<file path="config.mk">
export PLATFORM = sky130hd
export DESIGN_NAME = result_stream_sink
export DESIGN_NICKNAME = d
export VERILOG_FILES = /design/src/rtl/result_stream_sink.sv
export SDC_FILE = /design/constraint.sdc
export NUM_CORES = 1
export LEC_CHECK = 0
export BUFFER_PORTS_ARGS = -buffer_cell sky130_fd_sc_hd__buf_2
export CAP_MARGIN = 10
export CORE_UTILIZATION = 56
export CTS_CLUSTER_SIZE = 40
export DETAILED_ROUTE_END_ITERATION = 8
export GPL_TIMING_DRIVEN = 0
export PLACE_DENSITY = 0.77
export SYNTH_ARGS = -nofsm -noshare
export SYNTH_HDL_FRONTEND = slang
export SYNTH_SLANG_ARGS = --single-unit
</file>
<file path="constraint.sdc">
create_clock -name clk -period 3.1 [get_ports clk]
set_input_delay 0.155 -clock clk [delete_from_list [all_inputs] [get_ports clk]]
set_output_delay 0.155 -clock clk [all_outputs]
set_load 0.03 [all_outputs]
</file>
<file path="src/rtl/result_stream_sink.sv">
// -----------------------------------------------------------------------------
// result_stream_sink
//
// Consumer end of the PE result-cache readout stream. A host start pulse
// issues a one-cycle read request (top_rd_sop). The block then accepts a
// burst of WORDS 32-bit words. Each word carries two 16-bit PE results,
// which are unpacked into a 2*WORDS entry result buffer. Packet framing is
// checked while the burst arrives. The buffer is exposed to the host through
// a registered read port.
//
// Ports:
//   clk, rst        clock, synchronous active-high reset
//   start           host pulse, begins a readout (honoured only in IDLE)
//   top_rd_sop      one-cycle read request to the result cache
//   top_rd_vld      data word valid
//   top_rd_data     {elem[2k+1], elem[2k]} for word k
//   top_rd_eop      last word of burst, qualified by top_rd_vld
//   top_rd_err      upstream error, honoured any cycle while receiving
//   busy            high while requesting or receiving
//   done            one-cycle pulse at burst end (clean or errored)
//   err_flags       sticky: [0] early eop, [1] missing eop, [2] timeout,
//                   [3] upstream error
//   word_cnt        words accepted in the current/last burst (0..WORDS)
//   host_rd_addr    element index = row*8+col
//   host_rd_data    buffer[host_rd_addr], registered, 1-cycle latency
// -----------------------------------------------------------------------------
module result_stream_sink #(
    parameter int WORDS   = 32,
    parameter int TIMEOUT = 256,
    parameter int TW      = 9
) (
    input  logic        clk,
    input  logic        rst,
    input  logic        start,
    output logic        top_rd_sop,
    input  logic        top_rd_vld,
    input  logic [31:0] top_rd_data,
    input  logic        top_rd_eop,
    input  logic        top_rd_err,
    output logic        busy,
    output logic        done,
    output logic [3:0]  err_flags,
    output logic [5:0]  word_cnt,
    input  logic [5:0]  host_rd_addr,
    output logic [15:0] host_rd_data
);

    localparam logic [5:0]    LAST_WORD = 6'(WORDS - 1);
    localparam logic [5:0]    FULL_CNT  = 6'(WORDS);
    localparam logic [TW-1:0] TMO_LAST  = TW'(TIMEOUT - 1);

    localparam int FLAG_EARLY_EOP   = 0;
    localparam int FLAG_MISSING_EOP = 1;
    localparam int FLAG_TIMEOUT     = 2;
    localparam int FLAG_UPSTREAM    = 3;

    typedef enum logic [1:0] {
        ST_IDLE,
        ST_REQ,
        ST_RECV,
        ST_DONE
    } state_t;

    state_t        state_q, state_d;
    logic [5:0]    word_cnt_q, word_cnt_d;
    logic [3:0]    err_flags_q, err_flags_d;
    logic [TW-1:0] tmo_cnt_q, tmo_cnt_d;
    logic [15:0]   host_rd_data_q, host_rd_data_d;

    // Result buffer: deliberately not reset, it only holds data.
    logic [15:0]   mem_q [0:63];

    logic          wr_en;
    logic [4:0]    wr_idx;

    // ------------------------------------------------------------------
    // Next-state / datapath control
    // ------------------------------------------------------------------
    always_comb begin
        state_d     = state_q;
        word_cnt_d  = word_cnt_q;
        err_flags_d = err_flags_q;
        tmo_cnt_d   = tmo_cnt_q;
        wr_en       = 1'b0;
        wr_idx      = word_cnt_q[4:0];

        case (state_q)
            ST_IDLE: begin
                if (start) begin
                    state_d     = ST_REQ;
                    word_cnt_d  = '0;
                    err_flags_d = '0;
                end
            end

            ST_REQ: begin
                state_d   = ST_RECV;
                tmo_cnt_d = '0;
            end

            ST_RECV: begin
                // Storing a word is independent of how the burst ends: a
                // valid word is kept even in the cycle that terminates it.
                // The count guard keeps the write address inside the buffer.
                if (top_rd_vld) begin
                    tmo_cnt_d = '0;
                    if (word_cnt_q < FULL_CNT) begin
                        wr_en      = ~rst;
                        word_cnt_d = word_cnt_q + 6'd1;
                    end
                end else begin
                    tmo_cnt_d = tmo_cnt_q + 1'b1;
                end

                // Termination checks in priority order.
                if (top_rd_err) begin
                    err_flags_d[FLAG_UPSTREAM] = 1'b1;
                    state_d                    = ST_DONE;
                end else if (top_rd_vld && top_rd_eop) begin
                    if (word_cnt_q != LAST_WORD) begin
                        err_flags_d[FLAG_EARLY_EOP] = 1'b1;
                    end
                    state_d = ST_DONE;
                end else if (top_rd_vld && (word_cnt_q == LAST_WORD)) begin
                    err_flags_d[FLAG_MISSING_EOP] = 1'b1;
                    state_d                       = ST_DONE;
                end else if (!top_rd_vld && (tmo_cnt_q == TMO_LAST)) begin
                    err_flags_d[FLAG_TIMEOUT] = 1'b1;
                    state_d                   = ST_DONE;
                end
            end

            ST_DONE: begin
                state_d = ST_IDLE;
            end

            default: begin
                state_d = ST_IDLE;
            end
        endcase
    end

    // Registered host read; the buffer is read before this edge's write
    // lands, so a same-address write returns the old contents.
    always_comb begin
        host_rd_data_d = mem_q[host_rd_addr];
    end

    // ------------------------------------------------------------------
    // Control registers
    // ------------------------------------------------------------------
    always_ff @(posedge clk) begin
        if (rst) begin
            state_q        <= ST_IDLE;
            word_cnt_q     <= '0;
            err_flags_q    <= '0;
            tmo_cnt_q      <= '0;
            host_rd_data_q <= '0;
        end else begin
            state_q        <= state_d;
            word_cnt_q     <= word_cnt_d;
            err_flags_q    <= err_flags_d;
            tmo_cnt_q      <= tmo_cnt_d;
            host_rd_data_q <= host_rd_data_d;
        end
    end

    // ------------------------------------------------------------------
    // Result buffer write: both halves of a word land in one cycle
    // ------------------------------------------------------------------
    always_ff @(posedge clk) begin
        if (wr_en) begin
            mem_q[{wr_idx, 1'b0}] <= top_rd_data[15:0];
            mem_q[{wr_idx, 1'b1}] <= top_rd_data[31:16];
        end
    end

    assign top_rd_sop   = (state_q == ST_REQ);
    assign busy         = (state_q == ST_REQ) || (state_q == ST_RECV);
    assign done         = (state_q == ST_DONE);
    assign err_flags    = err_flags_q;
    assign word_cnt     = word_cnt_q;
    assign host_rd_data = host_rd_data_q;

endmodule

</file>
Word-level counts from Yosys, hierarchy flattened
Memories as Yosys holds them, arrays and structs flattened. A register that Yosys moved wholly into a read port is not among the register bits.
Cells that the tools add are included.
- memories: 1
- bits in writable memories: 1024
- flip-flop bits (word level): 21
- latch bits: 0
- input bits: 44
- memory bits (read-only): 0
- logic and storage cells: 71
- output and inout port bits: 29
- $lt $le $gt $ge: 1
- bitwise gates (word level): 1
- $add $sub $neg: 2
- multiply operators: 0
- muxes and demuxes: 27
- div/mod/pow operators: 0
- shifts and indexed selects: 0
- equality and inequality tests: 18
- reduce and logical (&&, ||, !) cells: 14
- memories (memory ; words ; width ; rd ports ; clocked after Yosys merged registers in ; wr ports ; line ; RTL):
    mem_q ; 64 ; 16 ; 1 ; 1 ; 2 ; 71 ; logic [15:0] mem_q [0:63];
- operator list (operator ; number):
    inequality test 2 bit (second input constant) ; 11
    two-way mux 6 bit ; 3
    case mux 9 bit (2 select lines) ; 1
    two-way mux 2 bit ; 6
    case mux 6 bit (2 select lines) ; 1
    two-way mux 1 bit ; 11
    AND reduction 5 bit ; 2
    adder 9 x 1 -> 9 bit (second input constant) ; 1
    equality test 9 x 8 -> 1 bit (second input constant) ; 1
    two-way mux 9 bit ; 1
    case mux 2 bit (4 select lines) ; 1
    case mux 4 bit (2 select lines) ; 1
    adder 6 x 1 -> 6 bit (second input constant) ; 1
    equality test 6 x 5 -> 1 bit (second input constant) ; 1
    less-than comparator 6 bit (second input constant) ; 1
    inequality test 6 x 5 -> 1 bit (second input constant) ; 1
    AND reduction 6 bit ; 1
    inequality test 5 bit (second input constant) ; 1
    equality test 2 bit (second input constant) ; 2
    two-way mux 4 bit ; 1
    AND reduction 4 bit ; 1
    nonzero test 2 bit ; 2
    logical AND 1 bit ; 3
    two-way mux 3 bit ; 1
    other kinds (7) ; 7

Logic depth before layout (Yosys ltp)
- depth after elaboration: 7
- gate-level depth with buffers: 10
- gate-level depth less buffers: 8

Least setup slack after synthesis
No wires, ideal clock.
- path kind: register to register
- start point: reg state_q[0]
- end point: mem mem_q[56][0], enable pin
- cell stages (with the launch flop): 8
- data required time: 2.679 ns
- library setup time: 0.421 ns
- clock period less this slack: 3.235 ns
- buffers on the path: 1
- setup slack: -0.135 ns
- arrival: 2.814 ns
- cells stage by stage: dfxtp_1 > inv_1 > ha_1 > clkbuf_1 > inv_1 > nor3_1 > nand2_1 > nor2_1
- RTL lines (item ; line ; RTL):
    from (decl) ; 64 ; state_t state_q, state_d;
    from (signal assigned) ; 160 ; state_q <= state_d;
    to (decl) ; 71 ;

==> results by stage <==
Clock tree:
- The clock tree from TritonCTS is done.
- The clock sink total is approximately 1100.
- In this run the clock root is driven by a clkbuf_16.
- The clock slew at the register clock pins of the worst setup and hold paths is 0.06 ns.
- The level count of the clock H-tree is 3.
- The number of buffers on the longest clock path is 3.
- At the later pin of the worst-skew pair, clock insertion delay measures between 0.6 and 0.7 ns.
- Counting the buffers created by CTS gives 100.

Route:
- The number of DRC markers in iteration 0 is roughly 3300.
- The first detailed-routing pass took 6 iterations.
- The average wire length per cell after detail routing is around 35 µm.
- The average via count per standard cell is 6.921.
- The post-detailed-routing wire length is about 110000 µm.
- The post-route DRC violation count is 0.
- The count of nets left with antenna violations once routing finished came out at 0.
- The routed layout has between 20000 and 25000 vias.

Min path:
- The tightest min-delay check is of the in -> reg type.
- Along the worst hold path, the cell count comes to 1.
- The worst hold path begins at top_rd_data[16].
- The capture endpoint of the worst hold path is mem_q[17][0].

Setup path:
- Data arrives at the worst endpoint at between 3 and 4 ns.
- By startpoint and endpoint, the worst setup path is classified as in -> reg.
- The cell class contributing the biggest share of worst-path delay is buffers and inverters.
- The worst endpoint required time is between 3 and 4 ns.
- The internal reg-to-reg setup slack is around 0.06 ns.
- The critical path goes through buf_6 > buf_2 > buf_1 > clkbuf_1 > nand2_1 > and3_1 > o31ai_1.
- The worst setup path is captured at a flip-flop.
- The slowest stage of the critical path is the buf_1 cell.
- The worst register-to-register path ends at mem_q[38][2].
- In this run the critical register-to-register path is launched from state_q[0].
- Counting both buffers and inverters, the worst setup path holds a total of 4.
- The launch point of the worst path is host_rd_addr[2].
- The critical path startpoint category is an input port.
- Measured in cells, the most critical reg-to-reg path has a length of 8.
- The largest stage delay on the critical path is 0.91 ns.
- The maximum fanout along the worst path is 10.

Timing:
- The maximum clock rate is approximately 320 MHz.
- Adding up every negative setup slack in the final design gives -0.04981 ns.
- The setup violation total in the final timing report is 1.
- The actual transition at the worst max-transition pin is roughly 1.4 ns.
- The max-slew violation count was 0.
- In the post-route analysis, the smallest setup slack over all paths is -0.04981 ns.
- The final period utilization is 101.6%.
- The final hold violation count is 0.
- The worst slew margin relative to its limit is 5.511%.
- Counting I/O delays and the setup requirement, the final critical path takes between 3 and 4 ns.
- On the final layout, the worst clock skew is 0.04305 ns.

Synth:
- The number of distinct library cells after synthesis is just over 50.
- By area the synthesized netlist is led by edfxtp_1 76%, mux4_2 15%, dfxtp_1 1.8%.
- In this run, synthesis produced a sequential element count of 1061.
- The share of synthesized area in the top cell type comes to between 70 and 80%.
- The async set-reset flop share out of synthesis is 0%.
- Of all cell types, the one taking the most synthesized area is edfxtp_1.
- Synthesis handed over a netlist of about 1800 instances.
- The number of enable flip-flop cells after synthesis is around 1000.
- Of the synthesized area, sequential elements account for between 70% and 80%.
- The number of nets in the synthesized netlist is approximately 1900.
- The synthesized netlist occupies a cell area of 40560 µm².
- The average instance area after synthesis is about 22 µm².
- The count of yosys warnings during synthesis is 0.
- In the synthesized netlist the dominant register cell turns out to be edfxtp_1.

Placed design:
- Routability-driven placement finished with a final weighted congestion of approximately 0.84.
- The detailed-placement wirelength estimate is between 60000 and 70000 µm.
- In this run, placement finished with an instance count of 2881.
- The number of I/O port buffers is a little under 70.

Outcome:
- The flow ran to the end, but the final reports show violations.
- The final reports fail on negative setup slack.

Floorplan:
- The count of boundary I/O pins is between 70 and 80.
- The core box area is 71610 µm².
- The starting density of the core is 56.64%.
- The height of the die is between 200 and 300 µm.
- The x dimension of the die is 271.1 µm.
- The die area is 73510 µm².
- After floorplanning, the core was divided into 98 placement rows.

Finish:
- The combined flip-flop and latch cell area is 31490 µm².
- The area growth from synthesis to layout is 16.05%.
- The multi-input logic area is between 8000 and 9000 µm².
- The most common cell after layout, fill and taps aside is edfxtp_1.
- In the layout the commonest cells are 1024 x edfxtp_1, 265 x mux4_2, 102 x clkbuf_16, 91 x buf_2, 55 x nand2_1.
- The share of post-route cells with drive strength above 1 is a little under a third.
- After the last flow step, the layout net total stands at 2149.
- Fill cells in the final layout number ~4400.
- Excluding fillers, the count of instances in the completed layout stands at 3123.

Global route:
- The total overflow reported by the global router is 0.
- The total routing usage reported by global routing is 30.49%.
- The global-route wire length before repair is 156500 µm.
- The maximum number of pins on one net before global-route repair is 33.
- The number of antenna violations at the first check in global routing is 2.
- The number of global-route vias before repair was 22160.

Pwr:
- For this design the ratio of total power to cell area is ~640 nW/µm².
- The worst-case IR drop observed on VDD is between 0.8 and 0.9 mV.
- The total leakage power is roughly 0.015 µW.

Flow run:
- Across the run, the number of max-cap violations was 0.
metrics by stage:
step           util [%]  setup WS, ns  total power, µW  cell area (µm²)  hold slack [ns]
3_3_place_gp      58.78        -1.970            17840            42090           0.4341
2_1_floorplan         -       -0.1353            17210            40560           0.2539
5_1_grt           65.73      -0.09936            30650            47070          0.03721
6_report          65.73      -0.04981            30000            47070          0.02493
3_5_place_dp      60.11       -0.4733            17920            43050           0.4446
4_1_cts           65.56       -0.2887            29930            46940         0.002979
cells in the mapped netlist, types with 7 or more instances:
master / number
a31oi_1: 7
clkbuf_1: 27
edfxtp_1: 1024
a21oi_1: 13
nor2_1: 76
buf_2: 23
o21ai_0: 24
buf_1: 10
mux2i_1: 21
ha_1: 10
o41ai_1: 9
nor3_1: 7
mux4_2: 265
a211oi_1: 15
nand2_1: 59
buf_4: 19
o22ai_1: 39
xor2_1: 9
nand2b_1: 14
o221ai_1: 11
nor2b_1: 15
buf_6: 11
nand3_1: 15
and3_1: 8
dfxtp_1: 37
cells by family (layout without fill, tap and decap cells):
family,after synthesis,in the layout,share of synthesized area [%]
mux,291,291,15.48
xor+xnor,10,10,0.2160
fa+ha+maj,10,10,0.3085
flops,1061,1061,77.64
compound gates,141,141,2.335
buf+inv,102,441,1.552
other cells,0,2,0
simple gates,216,217,2.468
repair_timing:
item	CTS	global route
cloned	1	0
pin swaps	23	7
hold buffers	9	0
hold endpoints to repair	53	0
setup endpoints to repair	946	949
buffers inserted	38	14
gates resized for setup	2	5
final cells by class:
cell class | count | share of cell area [%]
plain buffers | 95 | 1.281
repair buffers | 161 | 3.822
clock inverters | 55 | 1.201
diodes | 2 | 0.01063
multi-input cells | 669 | 18.51
inverters | 7 | 0.05582
clock buffers | 123 | 5.696
flip-flops and latches | 1061 | 66.90
well taps | 950 | 2.525
how the worst max path moves through the flow:
stage                                  to  cells after the start
final                     host_rd_data[6]                      7
after global routing         mem_q[29][9]                      8
after CTS                   mem_q[38][12]                      8
after detailed placement  host_rd_data[6]                      7
after global placement       mem_q[56][3]                      7
after floorplan              mem_q[56][0]                      7
per-layer routing:
layer	routed length [µm]	global-route usage, %	vias to the layer above
met5	127	0.9628	-
met3	14670	8.432	395
met4	6574	15.73	6
li1	-	-	8240
met2	52890	48.40	1922
met1	36560	38.81	11052
sequential cells by signal, summed over array words and instances (netlist names):
register and flops:
err_flags 4, host_rd_data 16, mem_q 1024, state_q 2, tmo_cnt_q 9, word_cnt 6
power breakdown:
group	switching, µW	total [µW]	internal [µW]
clock network	5240	12300	7040
logic	1230	1880	645
registers	44.3	15800	15800
total	6520	30000	23500
Note: power is estimated with default switching activity, not from simulation.
